File: config.mk
export PLATFORM = sky130hd
export DESIGN_NAME = stopwatch_ctrl
export DESIGN_NICKNAME = d
export VERILOG_FILES = /design/src/rtl/stopwatch_ctrl.sv
export SDC_FILE = /design/constraint.sdc
export NUM_CORES = 1
export LEC_CHECK = 0
export BUFFER_PORTS_ARGS = -buffer_cell sky130_fd_sc_hd__buf_2
export CORE_MARGIN = 1.5
export CORE_UTILIZATION = 55
export CTS_CLUSTER_DIAMETER = 60
export DETAILED_ROUTE_END_ITERATION = 8
export PLACE_DENSITY = 0.72
export SLEW_MARGIN = 20
export SYNTH_ARGS = -nofsm -noshare
export SYNTH_HDL_FRONTEND = slang
export SYNTH_SLANG_ARGS = --single-unit
File: constraint.sdc
create_clock -name i_clk -period 3.3 [get_ports i_clk]
set_input_delay 0.495 -clock i_clk [delete_from_list [all_inputs] [get_ports i_clk]]
set_output_delay 0.495 -clock i_clk [all_outputs]
set_load 0.005 [all_outputs]
File: src/rtl/stopwatch_ctrl.sv
// stopwatch_ctrl: single-button sequencer for the stopwatch counter.
// A short press toggles STOP/RUN, a long press clears. In RUN a periodic
// one-cycle count enable is produced for the BCD time counter.
module stopwatch_ctrl #(
  parameter int TICK_DIV    = 500000,
  parameter int HOLD_CYCLES = 100000000
) (
  input  logic       i_clk,
  input  logic       i_rst,
  input  logic       i_btn,
  output logic [1:0] o_state,
  output logic       o_run,
  output logic       o_clear,
  output logic       o_tick,
  output logic       o_held
);

  localparam int PRE_W  = (TICK_DIV > 1) ? $clog2(TICK_DIV) : 1;
  localparam int HOLD_W = $clog2(HOLD_CYCLES + 1);
  localparam logic [PRE_W-1:0]  PRE_LAST = PRE_W'(TICK_DIV - 1);
  localparam logic [HOLD_W-1:0] HOLD_MAX = HOLD_W'(HOLD_CYCLES);

  typedef enum logic [1:0] {
    ST_STOP  = 2'b00,
    ST_CLEAR = 2'b01,
    ST_RUN   = 2'b10
  } state_t;

  state_t              state;
  state_t              state_nxt;
  logic                btn_q;
  logic                btn_p;
  logic                smp_q;
  logic                smp_p;
  logic                armed;
  logic                held;
  logic [HOLD_W-1:0]   hold_cnt;
  logic [PRE_W-1:0]    pre_cnt;

  logic rise;
  logic fall;
  logic long_evt;
  logic short_evt;

  // A rise only counts when btn_p holds a genuine sample; right after reset
  // btn_p is a forced zero, so a button held through reset cannot arm.
  assign rise      = btn_q & ~btn_p & smp_p;
  assign fall      = ~btn_q & btn_p;
  // The counter saturating at HOLD_MAX while armed is the long press; it is
  // acted on one edge after the counter reaches HOLD_MAX.
  assign long_evt  = armed & (hold_cnt == HOLD_MAX);
  assign short_evt = fall & armed;

  // Two-stage button sampler plus flags marking which stages hold real samples
  always_ff @(posedge i_clk) begin
    if (i_rst) begin
      btn_q <= 1'b0;
      btn_p <= 1'b0;
      smp_q <= 1'b0;
      smp_p <= 1'b0;
    end else begin
      btn_q <= i_btn;
      btn_p <= btn_q;
      smp_q <= 1'b1;
      smp_p <= smp_q;
    end
  end

  // Arm on a qualified press, disarm on release or once the long press is taken
  always_ff @(posedge i_clk) begin
    if (i_rst) begin
      armed <= 1'b0;
    end else if (long_evt || fall) begin
      armed <= 1'b0;
    end else if (rise) begin
      armed <= 1'b1;
    end
  end

  // Hold timer; counts from the first pressed sample of an armed press
  always_ff @(posedge i_clk) begin
    if (i_rst) begin
      hold_cnt <= '0;
    end else if (!btn_q || !(armed || rise)) begin
      hold_cnt <= '0;
    end else if (hold_cnt != HOLD_MAX) begin
      hold_cnt <= hold_cnt + HOLD_W'(1);
    end
  end

  // Held flag: set by the long press, dropped once the button reads released
  always_ff @(posedge i_clk) begin
    if (i_rst) begin
      held <= 1'b0;
    end else if (long_evt) begin
      held <= 1'b1;
    end else if (!btn_q) begin
      held <= 1'b0;
    end
  end

  // State register
  always_ff @(posedge i_clk) begin
    if (i_rst) begin
      state <= ST_STOP;
    end else begin
      state <= state_nxt;
    end
  end

  // Next-state logic; long press wins over a coincident short press.
  // CLEAR leaves as soon as the button reads released, which also covers a
  // release landing on the same edge as the long press.
  always_comb begin
    state_nxt = state;
    case (state)
      ST_STOP: begin
        if (long_evt)       state_nxt = ST_CLEAR;
        else if (short_evt) state_nxt = ST_RUN;
      end
      ST_RUN: begin
        if (long_evt)       state_nxt = ST_CLEAR;
        else if (short_evt) state_nxt = ST_STOP;
      end
      ST_CLEAR: begin
        if (!btn_q)         state_nxt = ST_STOP;
      end
      default: state_nxt = ST_STOP;
    endcase
  end

  // Tick prescaler: runs in RUN, freezes in STOP to keep phase, zeroed in CLEAR
  always_ff @(posedge i_clk) begin
    if (i_rst) begin
      pre_cnt <= '0;
    end else begin
      case (state)
        ST_RUN:   pre_cnt <= (pre_cnt == PRE_LAST) ? '0 : pre_cnt + PRE_W'(1);
        ST_CLEAR: pre_cnt <= '0;
        default:  pre_cnt <= pre_cnt;
      endcase
    end
  end

  assign o_state = state;
  assign o_run   = (state == ST_RUN);
  assign o_clear = (state == ST_CLEAR);
  assign o_tick  = (state == ST_RUN) && (pre_cnt == PRE_LAST);
  assign o_held  = held;

endmodule

==> results of run 1 <==
[critical path, cell delays in order (launching register included)]
cell     delay (ns)
dfxtp_1        0.43
ha_1           0.23
nand3_1        0.13
or4_1          0.65
nor2_1         0.18
and2_1         0.13
buf_2          0.10
[final timing paths]
kind                                  from     endpoint  slack (ns)  depth (start not counted)
worst max-delay path            pre_cnt[0]       o_tick        0.66                          6
worst max register to register  o_state[1]  pre_cnt[18]        1.01                          6
worst min-delay path                 i_btn        btn_q        0.40                          2
worst min register to register       smp_q        smp_p        0.45                          1
[sequential cells by signal (all words and copies together) (netlist names)]
name      flops
smp_q         1
smp_p         1
pre_cnt      19
btn_p         1
armed         1
o_state       2
hold_cnt     27
btn_q         1
o_held        1
[layout by cell type (no fill, tap or decap), types with 4 or more instances in the layout]
cell and n:
nor4_1 6, clkbuf_8 6, and4_1 8, nand4_1 15, dfxtp_1 54, a221oi_1 5, nor4b_1 4, xnor2_1 9
nand2_1 23, nand2b_1 10, xor2_1 5, nand3_1 20, or3_1 7, o21ai_0 11, buf_2 8, inv_1 14
and2_1 4, ha_1 6, or4_1 12, o211ai_1 5, o31ai_1 7, a211oi_1 7, nor3_1 9, nor2_1 16
a21oi_1 21
[metrics by stage]
stage | setup WS (ns) | instance area (um^2) | util (%) | hold slack (ns) | total power, mW
after floorplan | 1.17 | 2810 | - | 0.414 | 0.704
after global placement | 1.07 | 2870 | 59.6 | 0.417 | 0.712
after detailed placement | 1.01 | 2870 | 59.6 | 0.428 | 0.713
after CTS | 0.660 | 2960 | 61.5 | 0.389 | 1.09
after global routing | 0.489 | 2960 | 61.5 | 0.402 | 1.12
final | 0.657 | 2960 | 61.5 | 0.400 | 1.08
[final cells by class]
| type | instances | area (um^2) |
|---|---|---|
| clock buffer | 7 | 86.3 |
| clock inverter | 1 | 5.00 |
| fill | 453 | 1850 |
| inverter | 14 | 52.6 |
| multi-input combinational | 245 | 1610 |
| sequential | 54 | 1080 |
| tap | 67 | 83.8 |
| timing repair buffer | 9 | 47.5 |
[power groups by stage]
stage	Sequential (mW)	Clock [mW]	Combinational, mW
2_1_floorplan	0.683	0	0.0211
3_3_place_gp	0.686	0	0.0263
3_5_place_dp	0.686	0	0.0267
4_1_cts	0.671	0.390	0.0269
5_1_grt	0.673	0.415	0.0311
6_report	0.672	0.380	0.0269
[cells by family (layout without fill, tap and decap cells)]
| group | after synthesis | count (layout) | share of synthesized area [%] |
|---|---|---|---|
| flops | 54 | 54 | 38.5 |
| buf+inv | 30 | 31 | 4.36 |
| simple gates | 153 | 153 | 32.6 |
| xor+xnor | 14 | 14 | 4.36 |
| fa+ha+maj | 6 | 6 | 2.67 |
| compound gates | 70 | 70 | 16.9 |
| mux | 2 | 2 | 0.712 |
[routing by layer]
metal  wire [um]  global-route usage [%]  vias up
li1            -                       -     1253
met1        2720                    28.9     1205
met2        3090                    41.6       39
met3         167                    4.61        4
met4          52                    6.87        0
met5           0                       0        -
==> impl_metrics.toml, run 1 <==
[critical_path]
start_kind = "flop"
required_ns = 2.80
critPathCaptureType = "primary output"
cp.arrival_ns = 2.15
crit_fanout = 6
critPathKind = "flop to primary output"

[synth]
syn-num-nets = 338
synth_area_um2 = 2810
ys.flop_type = "dfxtp_1"
synth-edff-count = 0
yosys-top-cells-count = "dfxtp_1 (54), nand2_1 (23), a21oi_1 (21)"
post_synth.cell_area_avg_um2 = 8.55
yosysTopAreaCellShare_pct = 38.5
async_flop_share_pct = 0
ys_warn_count = 0
synth_seq_cells = 54
synth_area_leaders = "dfxtp_1 (38%), a21oi_1 (3.7%), nand3_1 (3.6%), nand4_1 (3.3%), or4_1 (3.2%)"
synth_cell_types = 50
yosysMostFrequentCell = "dfxtp_1"
syn_inst = 329
ys_seq_area_share_pct = 38.5
yosysTopAreaCell = "dfxtp_1"

[detailed_routing]
vias_per_cell = 6.30
num_vias = 2501
ant_nets = 0
wl_per_cell_um = 15.2
post-route-drc-count = 0
drt_pass1_iterations = 4
drtIter0Drc = 136
routed_wl_um = 6030

[sta]
rsz0062_at_grt = "no"
slew_headroom_pct = 47.3
finalSetupViolCount = 0
fmax_mhz = 378
setup-tns-final_ns = 0
worstMarginPinSlew_ns = 0.791
fin_crit_ns = 2.64
period_share_pct = 80.1
hold_violations = 0
slew_viol_final = 0
final.setup_skew_ns = 0.00753

[die]
die_h_um = 74.5
coreArea_um2 = 4820
rows = 25
initial_core_util_pct = 58.4
fp.dieW_um = 74.5
io_pins = 9
fp.dieArea_um2 = 5550

[pwr]
internal_power_uw = 840
pwr-share-clk_pct = 35.2
p_leak_nw = 0.856
share_comb_of_total_power_pct = 2.5
switchingPower_uw = 239
p_sw_share_pct = 22.1
pwr-share-seq_pct = 62.3
peakVddDrop_v = 0.000145
powerDensity_nw_per_um2 = 364

[final_layout]
area_delta_synth_final_pct = 5.43
n_antenna_cell = 0
layout.nets = 338
drive_gt1_share_pct = 7.58
instances_no_fill = 397

[global_routing]
grt_start_max_net_pins = 30
grt_pass1_wl_um = 10200
grt_overflow_total = 0
gr-usage-all-layers_pct = 23.5
grt_pass1_vias = 2255
antenna_found_initial = 0

[clock_network]
clock_path_buffers = 2
ctsResizeCount = 0
cts_setup_buffers = 0
cts_tree = "yes"
cts-root-buf = "clkbuf_8"
htreeDepth = 2
cts_buffers = 5
clk_latency_ns = 0.30
path_clk_slew_ns = 0.09
clock_sinks = 54
hold_buffers = 0

[run_status]
status = "finished clean"

[place]
port_buffers = 8
dp.cells = 389
hpwl_um = 4110
gp_congestion = 0.862

[job]
drv_cap = 0

[min_path]
hold_path.class = "primary input to flop"
Note: power is estimated with default switching activity, not from simulation.
==> inputs of run 2 (changes only) <==
==> constraint.sdc (replaced) <==
create_clock -name i_clk -period 2.6 [get_ports i_clk]
set_input_delay 0.39 -clock i_clk [delete_from_list [all_inputs] [get_ports i_clk]]
set_output_delay 0.39 -clock i_clk [all_outputs]
set_load 0.005 [all_outputs]
==> impl_metrics.toml, run 2 (same netlist as run 1, synthesis figures left out) <==
[sta]
fin_crit_ns = 2.45
setup-tns-final_ns = 0
worstMarginPinSlew_ns = 0.538
period_share_pct = 94.1
layout_setup_ws_ns = 0.153
finalSetupViolCount = 0
holdWs_ns = 0.293
final.setup_skew_ns = 0.0110
fmax_mhz = 409
hold_violations = 0
rsz0062_at_grt = "no"
slew_viol_final = 0
slew_headroom_pct = 64.2

[global_routing]
grt_pass1_wl_um = 9780
grtUsageMet1_pct = 27.6
use_met2_pct = 39.4
gr-max-usage-layer = "met2"
antenna_found_initial = 0
grt_start_max_net_pins = 30
use_met3_pct = 4.20
gr-usage-all-layers_pct = 22.4
grt_pass1_vias = 2184
grt_overflow_total = 0

[pwr]
internal_power_mw = 1.17
switchingPower_uw = 320
p_sw_share_pct = 21.5
p_leak_nw = 0.887
share_comb_of_total_power_pct = 2.3
pwr-share-clk_pct = 40.4
pwr-share-seq_pct = 57.3
powerDensity_nw_per_um2 = 493
peakVddDrop_v = 0.000308

[place]
hpwl_um = 4130
port_buffers = 8
gp_congestion = 0.825
placed_cell_area_um2 = 2900
pre_cts_ws_ns = 0.361

[critical_path]
max_stage_delay_ns = 0.51
crit_fanout = 8
critPathCaptureType = "primary output"
cp_slowest_cell = "or4b_1"
critPathKind = "flop to primary output"
required_ns = 2.21
cp.arrival_ns = 2.06
start_kind = "flop"
path_cells = "or4b_1 > or4_4 > nor2_1 > and2_1 > buf_2"

[die]
fp.dieArea_um2 = 5550
die_h_um = 74.5
fp.dieW_um = 74.5
coreArea_um2 = 4820
io_pins = 9
initial_core_util_pct = 58.4
rows = 25

[clock_network]
cts-root-buf = "clkbuf_8"
hold_buffers = 0
cts_buffers = 5
htreeDepth = 2
cts_tree = "yes"
path_clk_slew_ns = 0.10
clock_path_buffers = 2
clock_sinks = 54
cts_setup_buffers = 0
clk_latency_ns = 0.31

[final_layout]
largest_reg_flops = 27
n_antenna_cell = 0
drive_gt1_share_pct = 9.31
mostFrequentLayoutCells = "dfxtp_1 (53), nand2_1 (23), a21oi_1 (21)"
mostFrequentLayoutCell = "dfxtp_1"
top_register = "hold_cnt"
finish.utilization_pct = 62.7
layout.nets = 341
final_area_um2 = 3020
area_delta_synth_final_pct = 7.48

[job]
drv_cap = 0

[detailed_routing]
drtIter0Drc = 165
drt_pass1_iterations = 4
vias_per_cell = 6.05
routed_wl_um = 5860
num_vias = 2420
wl_per_cell_um = 14.7
post-route-drc-count = 0
ant_nets = 0

[run_status]
status = "finished clean"

[min_path]
hold_path.class = "primary input to flop"
-- run 2: cell types whose count changed in the layout (fill, tap and decap cells not counted), sizes merged --
cell / before / now
buf: 9 / 12
bufinv: 0 / 1
inv: 14 / 15
clkbuf: 7 / 6
clkinv: 1 / 0
-- run 2: metal layers --
| metal | share of wire [%] | routed length (um) |
|---|---|---|
| met2 | 48 | 2840 |
| met3 | 2.7 | 160 |
| met5 | 0 | 0 |
| met1 | 48 | 2820 |
| met4 | 0.70 | 41 |
-- run 2: power by group through the flow --
stage,Sequential (mW),Combinational [mW],Clock [mW]
final,0.853,0.0340,0.602
after global routing,0.855,0.0392,0.639
after floorplan,0.867,0.0268,0
after CTS,0.852,0.0341,0.610
after global placement,0.871,0.0335,0
after detailed placement,0.871,0.0340,0
-- run 2: final cells by class --
type	instances	area, um^2
clock buffer	6	82.6
inverter	14	52.6
clock inverter	2	38.8
fill	441	1800
multi-input combinational	245	1610
tap	67	83.8
sequential	54	1080
timing repair buffer	12	70.1
-- run 2: through the flow --
stage	total power, mW	cells
3_5_place_dp	0.905	392
6_report	1.49	400
5_1_grt	1.53	400
3_3_place_gp	0.904	392
2_1_floorplan	0.893	329
4_1_cts	1.50	400
-- run 2: timing repair --
| item | 4_1_cts | 5_1_grt |
|---|---|---|
| gates resized for setup | 0 | 2 |
| endpoints found under the setup margin | 0 | 1 |
| endpoints found under the hold margin | 0 | 0 |
-- run 2: final timing paths --
check | start | cells after the start | to | slack, ns
worst max-delay path | pre_cnt[9] | 5 | o_tick | 0.15
worst min-delay path | i_btn | 2 | btn_q | 0.29
worst max register to register | o_state[1] | 6 | pre_cnt[18] | 0.39
worst min register to register | smp_q | 1 | smp_p | 0.45
-- run 2: critical path: cells and delay by family, from the launching register on --
family	cells	cell delay [ns]
buffers and inverters	1	0.10
flip-flops	1	0.39
AND/OR/NAND/NOR	4	1.27
==> inputs of run 3 (changes only) <==
--- a/config.mk
+++ b/config.mk
@@ -6,11 +6,13 @@
 export NUM_CORES = 1
 export LEC_CHECK = 0
 export BUFFER_PORTS_ARGS = -buffer_cell sky130_fd_sc_hd__buf_2
+export CELL_PAD_IN_SITES_DETAIL_PLACEMENT = 1
+export CELL_PAD_IN_SITES_GLOBAL_PLACEMENT = 1
 export CORE_MARGIN = 1.5
-export CORE_UTILIZATION = 55
+export CORE_UTILIZATION = 47
 export CTS_CLUSTER_DIAMETER = 60
 export DETAILED_ROUTE_END_ITERATION = 8
-export PLACE_DENSITY = 0.72
+export PLACE_DENSITY_LB_ADDON = 0.1
 export SLEW_MARGIN = 20
 export SYNTH_ARGS = -nofsm -noshare
 export SYNTH_HDL_FRONTEND = slang
==> constraint.sdc (replaced) <==
create_clock -name i_clk -period 2.7 [get_ports i_clk]
set_input_delay 0.405 -clock i_clk [delete_from_list [all_inputs] [get_ports i_clk]]
set_output_delay 0.405 -clock i_clk [all_outputs]
set_load 0.005 [all_outputs]
==> impl_metrics.toml, run 3 (same netlist as run 1, synthesis figures left out) <==
[die]
fp.dieW_um = 80.3
io_pins = 9
initial_core_util_pct = 49.8
rows = 27
coreArea_um2 = 5640
fp.dieArea_um2 = 6450
die_h_um = 80.3

[place]
gp_congestion = 0.784
port_buffers = 8
hpwl_um = 4960

[detailed_routing]
routed_wl_um = 6960
drt_pass1_iterations = 5
post-route-drc-count = 0
vias_per_cell = 6.25
wl_per_cell_um = 17.2
num_vias = 2533
drtIter0Drc = 89
ant_nets = 0

[global_routing]
grt_pass1_wl_um = 11900
grt_overflow_total = 0
grt_pass1_vias = 2603
grt_start_max_net_pins = 29
gr-usage-all-layers_pct = 23.3
antenna_found_initial = 0

[clock_network]
cts_setup_buffers = 0
ctsResizeCount = 0
cts_tree = "yes"
path_clk_slew_ns = 0.10
hold_buffers = 0
htreeDepth = 2
clk_latency_ns = 0.31
cts-root-buf = "clkbuf_8"
cts_buffers = 5
clock_sinks = 54
clock_path_buffers = 2

[min_path]
hold_depth = 2
hold_path.class = "primary input to flop"
min_from = "i_btn"
min_to = "btn_q"

[critical_path]
critPathCaptureType = "primary output"
cp.arrival_ns = 2.08
crit_cells = 6
r2r_end = "pre_cnt[18]"
path_cells = "ha_1 > nand3_1 > or4_4 > nor2_1 > and2_1 > buf_2"
path_delay_family = "simple AND/OR/NAND/NOR gates"
required_ns = 2.30
max_stage_delay_ns = 0.58
r2r_start = "o_state[1]"
critPathKind = "flop to primary output"
cp_slowest_cell = "or4_4"
start_kind = "flop"
crit_fanout = 6
reg2reg_depth = 6
r2r_setup_slack_ns = 0.45
worst-path-buf-inv = 1

[final_layout]
finish.utilization_pct = 53.6
regArea_um2 = 1080
top_register = "hold_cnt"
mostFrequentLayoutCells = "dfxtp_1 (54), nand2_1 (23), a21oi_1 (21)"
largest_reg_flops = 27
drive_gt1_share_pct = 9.01
mostFrequentLayoutCell = "dfxtp_1"
n_antenna_cell = 0
area_delta_synth_final_pct = 7.65
nFillCells = 688
multi_input_area_um2 = 1610
layout.nets = 341

[job]
drv_cap = 0

[sta]
hold_violations = 0
rsz0062_at_grt = "no"
fmax_mhz = 402
setup-tns-final_ns = 0
slew_viol_final = 0
fin_crit_ns = 2.49
period_share_pct = 92.1
worstMarginPinSlew_ns = 0.783
finalSetupViolCount = 0
slew_headroom_pct = 47.8
final.setup_skew_ns = 0.0185

[pwr]
p_leak_nw = 0.886
peakVddDrop_v = 0.000228
powerDensity_nw_per_um2 = 476

[run_status]
status = "finished clean"
run 3: cell type report:
cell class	instances	share of cell area (%)
multi-input cells	245	53.2
flip-flops and latches	54	35.7
well taps	72	2.98
clock buffers	6	2.73
repair buffers	12	2.32
inverters	14	1.74
clock inverters	2	1.28
run 3: stage by stage:
stage               total power [mW]  area [um^2]  cells  hold WS [ns]  setup WS [ns]
floorplan                      0.860         2810    329         0.414          0.571
global placement               0.873         2900    397         0.418          0.458
detailed placement             0.874         2900    397         0.449          0.398
CTS                             1.45         3020    405         0.308          0.106
global route                    1.49         3030    405         0.343         0.0226
finish                          1.44         3030    405         0.307          0.213
run 3: worst max-delay path by stage:
stage | start | to | slack (ns)
3_5_place_dp | pre_cnt[0] | pre_cnt[15] | 0.40
6_report | pre_cnt[0] | o_tick | 0.21
4_1_cts | pre_cnt[0] | o_tick | 0.11
3_3_place_gp | pre_cnt[0] | pre_cnt[17] | 0.46
2_1_floorplan | o_state[1] | pre_cnt[18] | 0.57
5_1_grt | pre_cnt[0] | o_tick | 0.02
run 3: metal layers:
| metal | vias to the layer above | GRT usage, % | share of wire [%] |
|---|---|---|---|
| li1 | 1254 | - | - |
| met1 | 1240 | 26.0 | 45 |
| met2 | 28 | 45.0 | 51 |
| met3 | 11 | 3.30 | 2.2 |
| met4 | 0 | 6.72 | 1.4 |
| met5 | - | 0 | 0 |
run 3: power by group:
part           switching, mW  internal [mW]  leakage [nW]  total (mW)
registers             0.0140          0.807         0.436       0.821
logic                 0.0211         0.0137         0.388      0.0348
clock network          0.280          0.306        0.0618       0.585
